$ cat config.mk
export PLATFORM = sky130hd
export DESIGN_NAME = fc_relu_packer_flat
export DESIGN_NICKNAME = d
export VERILOG_FILES = /design/src/rtl/fc_relu_packer_if.sv /design/src/rtl/fc_relu_packer.sv /design/src/flat_wrapper.sv
export SDC_FILE = /design/constraint.sdc
export NUM_CORES = 1
export LEC_CHECK = 0
export ABC_AREA = 0
export ABC_CLOCK_PERIOD_IN_PS = 8100
export BUFFER_PORTS_ARGS = -buffer_cell sky130_fd_sc_hd__buf_2
export CAP_MARGIN = 20
export CORE_ASPECT_RATIO = 1.5
export CORE_UTILIZATION = 60
export DETAILED_ROUTE_END_ITERATION = 10
export PLACE_DENSITY = 0.78
export SLEW_MARGIN = 20
export SYNTH_ARGS = -nofsm -noshare
export SYNTH_HDL_FRONTEND = slang
export SYNTH_SLANG_ARGS = --single-unit
export TNS_END_PERCENT = 50
$ cat constraint.sdc
create_clock -name clk -period 8.1 [get_ports clk]
set_clock_uncertainty 0.15 [all_clocks]
set_input_delay 0.405 -clock clk [delete_from_list [all_inputs] [get_ports clk]]
set_output_delay 0.405 -clock clk [all_outputs]
set_load 0.005 [all_outputs]
$ cat src/rtl/fc_relu_packer_if.sv
// Bus bundle for fc_relu_packer: the neuron-sum stream in, the frame handshake,
// the sparse frame outputs and the packed-element read port.
// Optional macro FC_RELU_PACKER_INC_IDX_EN adds the running nonzero-index lookup port.
interface fc_relu_packer_if #(
  parameter int N_NEURONS = 128,
  parameter int AW        = 7
);
  logic                 in_valid;
  logic                 in_ready;
  logic [15:0]          in_data;
  logic [15:0]          in_bias;
  logic                 in_last;
  logic                 frame_done;
  logic                 frame_ack;
  logic [N_NEURONS-1:0] idx_bitmap;
  logic [AW:0]          nz_count;
  logic [AW:0]          beat_count;
  logic                 sat_flag;
  logic [AW-1:0]        rd_addr;
  logic [8:0]           rd_data;
`ifdef FC_RELU_PACKER_INC_IDX_EN
  logic [AW-1:0]        inc_rd_addr;
  logic [AW:0]          inc_rd_data;
`endif

  // Upstream stage and consumer side.
  modport master (
    output in_valid, in_data, in_bias, in_last, frame_ack, rd_addr,
`ifdef FC_RELU_PACKER_INC_IDX_EN
    output inc_rd_addr,
    input  inc_rd_data,
`endif
    input  in_ready, frame_done, idx_bitmap, nz_count, beat_count, sat_flag, rd_data
  );

  // Packer side.
  modport slave (
    input  in_valid, in_data, in_bias, in_last, frame_ack, rd_addr,
`ifdef FC_RELU_PACKER_INC_IDX_EN
    input  inc_rd_addr,
    output inc_rd_data,
`endif
    output in_ready, frame_done, idx_bitmap, nz_count, beat_count, sat_flag, rd_data
  );
endinterface

$ cat src/rtl/fc_relu_packer.sv
// fc_relu_packer: bias add, ReLU and requantize each neuron sum to 9-bit signed,
// then pack the frame into a nonzero bitmap plus a dense list of nonzero values.
// Optional macro FC_RELU_PACKER_INC_IDX_EN adds inc_rd_addr/inc_rd_data, which
// return the count of set bitmap bits at positions 0..inc_rd_addr.
//
// state   | meaning
// --------+-------------------------------------------------------------
// COLLECT | accepting neuron beats, building bitmap and packed store
// DONE    | frame complete and frozen, waiting for frame_ack
module fc_relu_packer #(
  parameter int N_NEURONS = 128,
  parameter int SHIFT     = 4,
  parameter int AW        = 7
) (
  input logic           clk,
  input logic           reset,
  fc_relu_packer_if.slave bus
);

  typedef enum logic {
    COLLECT = 1'b0,
    DONE    = 1'b1
  } state_t;

  state_t state, state_next;
  logic   ready, done;
  logic   accept, final_beat;

  logic [16:0] sum;
  logic [16:0] shifted;
  logic        positive;
  logic        clip;
  logic [8:0]  q;

  logic [N_NEURONS-1:0] bitmap;
  logic [AW:0]          nz;
  logic [AW:0]          beats;
  logic                 sat;
  logic [8:0]           rd_data_r;
  logic [8:0]           mem [N_NEURONS];

  // Requantize: 17-bit sum never wraps; non-positive sums become 0, large ones clip to 255.
  always_comb begin
    sum      = {bus.in_data[15], bus.in_data} + {bus.in_bias[15], bus.in_bias};
    positive = !sum[16] && (sum != '0);
    shifted  = sum >> SHIFT;
    clip     = positive && (shifted > 17'd255);
    q        = '0;
    if (positive) begin
      q = clip ? 9'd255 : {1'b0, shifted[7:0]};
    end
  end

  // Next-state and handshake outputs.
  always_comb begin
    state_next = state;
    ready      = 1'b0;
    done       = 1'b0;
    accept     = 1'b0;
    final_beat = bus.in_last || (beats == (AW+1)'(N_NEURONS-1));
    case (state)
      COLLECT: begin
        ready  = 1'b1;
        accept = bus.in_valid;
        if (accept && final_beat) state_next = DONE;
      end
      DONE: begin
        done = 1'b1;
        if (bus.frame_ack) state_next = COLLECT;
      end
      default: state_next = COLLECT;
    endcase
  end

  // State register.
  always_ff @(posedge clk) begin
    if (reset) state <= COLLECT;
    else       state <= state_next;
  end

  // Frame bookkeeping: bitmap, counters and sticky saturation flag.
  always_ff @(posedge clk) begin
    if (reset) begin
      bitmap <= '0;
      nz     <= '0;
      beats  <= '0;
      sat    <= 1'b0;
    end else if (state == DONE && bus.frame_ack) begin
      bitmap <= '0;
      nz     <= '0;
      beats  <= '0;
      sat    <= 1'b0;
    end else if (accept) begin
      beats <= beats + 1'b1;
      if (q != '0) begin
        bitmap[beats[AW-1:0]] <= 1'b1;
        nz                    <= nz + 1'b1;
      end
      if (clip) sat <= 1'b1;
    end
  end

  // Packed element store; contents survive reset.
  always_ff @(posedge clk) begin
    if (!reset && accept && q != '0) mem[nz[AW-1:0]] <= q;
  end

  // Registered read port; a same-cycle write to the same address returns old data.
  always_ff @(posedge clk) begin
    if (reset) rd_data_r <= '0;
    else       rd_data_r <= mem[bus.rd_addr];
  end

`ifdef FC_RELU_PACKER_INC_IDX_EN
  logic [AW:0] inc_count;
  logic [AW:0] inc_data_r;

  // Prefix popcount of the bitmap up to and including inc_rd_addr.
  always_comb begin
    inc_count = '0;
    for (int i = 0; i < N_NEURONS; i++) begin
      if (AW'(i) <= bus.inc_rd_addr) inc_count = inc_count + (AW+1)'(bitmap[i]);
    end
  end

  // Register the prefix count for a one-cycle lookup latency.
  always_ff @(posedge clk) begin
    if (reset) inc_data_r <= '0;
    else       inc_data_r <= inc_count;
  end

  assign bus.inc_rd_data = inc_data_r;
`endif

  assign bus.in_ready   = ready;
  assign bus.frame_done = done;
  assign bus.idx_bitmap = bitmap;
  assign bus.nz_count   = nz;
  assign bus.beat_count = beats;
  assign bus.sat_flag   = sat;
  assign bus.rd_data    = rd_data_r;

endmodule

$ cat src/flat_wrapper.sv
// flat-port wrapper written by rule: the top's interface ports become plain ports
module fc_relu_packer_flat 
#(
  parameter int N_NEURONS = 128,
  parameter int SHIFT     = 4,
  parameter int AW        = 7
)
  (clk, reset, bus_in_valid, bus_in_data, bus_in_bias, bus_in_last, bus_frame_ack, bus_rd_addr, bus_in_ready, bus_frame_done, bus_idx_bitmap, bus_nz_count, bus_beat_count, bus_sat_flag, bus_rd_data);
  fc_relu_packer_if #(.N_NEURONS(N_NEURONS), .AW(AW)) bus_i ();
  input logic clk;
  input logic reset;
  input wire logic [$bits(bus_i.in_valid)-1:0] bus_in_valid;
  input wire logic [$bits(bus_i.in_data)-1:0] bus_in_data;
  input wire logic [$bits(bus_i.in_bias)-1:0] bus_in_bias;
  input wire logic [$bits(bus_i.in_last)-1:0] bus_in_last;
  input wire logic [$bits(bus_i.frame_ack)-1:0] bus_frame_ack;
  input wire logic [$bits(bus_i.rd_addr)-1:0] bus_rd_addr;
  output wire logic [$bits(bus_i.in_ready)-1:0] bus_in_ready;
  output wire logic [$bits(bus_i.frame_done)-1:0] bus_frame_done;
  output wire logic [$bits(bus_i.idx_bitmap)-1:0] bus_idx_bitmap;
  output wire logic [$bits(bus_i.nz_count)-1:0] bus_nz_count;
  output wire logic [$bits(bus_i.beat_count)-1:0] bus_beat_count;
  output wire logic [$bits(bus_i.sat_flag)-1:0] bus_sat_flag;
  output wire logic [$bits(bus_i.rd_data)-1:0] bus_rd_data;
  assign bus_i.in_valid = bus_in_valid;
  assign bus_i.in_data = bus_in_data;
  assign bus_i.in_bias = bus_in_bias;
  assign bus_i.in_last = bus_in_last;
  assign bus_i.frame_ack = bus_frame_ack;
  assign bus_i.rd_addr = bus_rd_addr;
  assign bus_in_ready = bus_i.in_ready;
  assign bus_frame_done = bus_i.frame_done;
  assign bus_idx_bitmap = bus_i.idx_bitmap;
  assign bus_nz_count = bus_i.nz_count;
  assign bus_beat_count = bus_i.beat_count;
  assign bus_sat_flag = bus_i.sat_flag;
  assign bus_rd_data = bus_i.rd_data;
  fc_relu_packer #(.N_NEURONS(N_NEURONS), .SHIFT(SHIFT), .AW(AW)) u_core (.clk(clk), .reset(reset), .bus(bus_i));
endmodule
==> impl_metrics.tcl <==
set metrics [dict create \
    status "complete, no violations" \
    antenna_found_initial 2 \
    viasPerCell 6.68 \
    io_buffers 198 \
    p_leak_nw 16.3 \
    wl_per_cell_um 31.9 \
    yosys-top-cells-area "edfxtp_1, mux4_2, dfxtp_1" \
    slew_violations 0 \
    maxCapViolCount 0 \
    clock_path_buffers 3 \
    ys_top_cells_by_count "edfxtp_1, mux4_2, nor2_1, dfxtp_1, nand2_1" \
    grt_pass1_vias 24600 \
    fin_crit_sh_pct 63.7 \
    syn_area_per_cell_um2 19.7 \
    start_util_pct 60.7 \
    synth_area_um2 45600 \
    drc_errors 0 \
    grt_pass1_wl_mm 168 \
    dp_slack_ns 2.28 \
    synth_seq_cells 1178 \
    min_path_type "in -> reg" \
    irDropWorstVdd_uv 185 \
    io_pins 200 \
    yosys.area.top_type "edfxtp_1" \
    dpl.cell_count 3397 \
    crit_required_ns 8.24 \
    place_hpwl_mm 67.6 \
    critical_path_class "in -> reg" \
    cts_made_buffers 97 \
    period_minus_slack_ns 5.16 \
    worstPathArrival_ns 5.30 \
    finalSetupTns_ns 0 \
    ctsHoldBuffers 2 \
    clkTransAtPathRegs_ns 0.06 \
    cts_tree "yes" \
    place_congestion 0.923 \
    yosysSeqAreaShare_pct 74.2 \
    tightest_slew_ns 1.09 \
    hold_viol 0 \
    post-cts-setup-buffers 0 \
    track_usage_pct 30.7 \
    rsz0062_at_grt "false" \
    vias 23900 \
    overflow 0 \
    die-height_um 340 \
    grt_max_degree 129 \
    ant_nets 0 \
    clock_latency_ns 0.68 \
    synth_cell_types 59 \
    post_dp_cell_area_um2 47500 \
    timing.final.ws_setup_ns 2.94 \
    max_freq_mhz 194 \
    initialDrtViolationCount 3012 \
    stdcell_count 3582 \
    die_x_um 227 \
    cp_slowest_cell "or4_2" \
    async_reset_ff_share_pct 0 \
    yosysMostFrequentCell "edfxtp_1" \
    start_kind "input pin" \
    cts-root-buf "clkbuf_16" \
    final_util_pct 67.7 \
    cts-resized-gates 0 \
    cts.sinks 1178 \
    power_mw 12.5 \
    core_area_um2 75100 \
    syn_inst 2317 \
    slowest_delay_ns 1.23 \
    wirelength_mm 114 \
    nets 2561 \
    area_growth_pct 11.5 \
    syn_nets 2380 \
    critPathMaxFanout 30 \
    synthFlopType "edfxtp_1" \
    synth_edf_count 1024 \
    path_cells "buf_2 -> ha_1 -> fa_1 -> a21o_1 -> a221oi_2 -> nor3_1 -> or3_1 -> mux2_2 -> a31oi_2 -> buf_4 -> a31o_1 -> or4_2 -> nor2_1" \
    drive_gt1_share_pct 28.4 \
    fin_hold_ws_ns 0.0620 \
    die_area_um2 77100 \
    power.density_nw_per_um2 246 \
    first_pass_iters 5 \
    worst_setup_path_end_kind "flip-flop" \
    cts_htree_levels 3 \
    stdcell_area_um2 50800 \
    num_rows 123 \
    synth_top_area_share_pct 67.5 \
    maxSlewHeadroom_pct 27.6 \
    synth_warnings 0 \
    setup_viol 0 \
]
flip-flops by register name, indices dropped and copies added, names as in the netlist:
name	count
u_core.bus.sat_flag	1
u_core.bus.beat_count	8
u_core.mem	1024
u_core.bus.idx_bitmap	128
u_core.state	1
u_core.bus.rd_data	8
u_core.bus.nz_count	8
cell families after synthesis:
group	Yosys count	synth area share [%]
DFF	1178	74.2
and+or+nand+nor	408	3.98
AOI/OAI and AO/OA	204	2.56
adders and majority gates	19	0.538
xor gates and xnor gates	14	0.269
other	1	0.00823
buffers and inverters	147	1.58
muxes	346	16.8
where the power goes:
| part | leakage (nW) | switching [mW] | internal, mW |
|---|---|---|---|
| clock network | 1.59 | 2.15 | 2.61 |
| registers | 10.4 | 0.0106 | 6.81 |
| logic | 4.31 | 0.632 | 0.273 |
| total | 16.3 | 2.79 | 9.68 |
layer usage:
layer / routed length [µm] / vias up / GRT usage, %
li1: - / 9710 / -
met1: 39200 / 12300 / 38.2
met2: 58800 / 1590 / 51.7
met3: 9600 / 284 / 5.44
met4: 6500 / 4 / 15.9
met5: 29 / - / 0
placed cells by master (no fill, tap or decap), drive strengths merged, types with 9 or more instances in the layout:
cell,count
nor3,11
clkinv,39
mux2i,9
inv,9
or4,9
buf,223
nand3,16
nand2b,9
o21ai,126
or3,12
o21a,18
mux4,336
nand2,150
clkbuf,126
edfxtp,1024
xor2,10
a21oi,27
a21o,9
nor2,160
dfxtp,154
ha,18
critical path, delay by kind of cell:
kind	cells	cell delay, ns
multiplexers	1	0.26
buffers and inverters	2	0.32
adder cells (fa/ha/maj)	2	0.61
AO/OA/AOI/OAI	4	1.16
AND/OR/NAND/NOR	4	2.52
layout make-up:
| type | instances | area, µm² |
|---|---|---|
| repair buffers | 225 | 1320 |
| diodes | 2 | 5.00 |
| clock inverters | 55 | 477 |
| inverters | 4 | 15.0 |
| fillers | 4617 | 24300 |
| flip-flops and latches | 1178 | 33800 |
| well taps | 1000 | 1250 |
| multi-input cells | 992 | 11100 |
| clock buffers | 126 | 2770 |
path summary, 6_finish.rpt:
check	endpoint	slack [ns]	depth (start not counted)	from
max	u_core.mem[52][4]	2.94	13	bus_in_bias[0]
min reg2reg	u_core.bus.idx_bitmap[85]	0.30	2	u_core.bus.idx_bitmap[85]
min	u_core.bus.rd_data[2]	0.06	2	reset
max reg2reg	u_core.mem[52][4]	4.09	5	u_core.state
(Power assumes the default switching activity.)
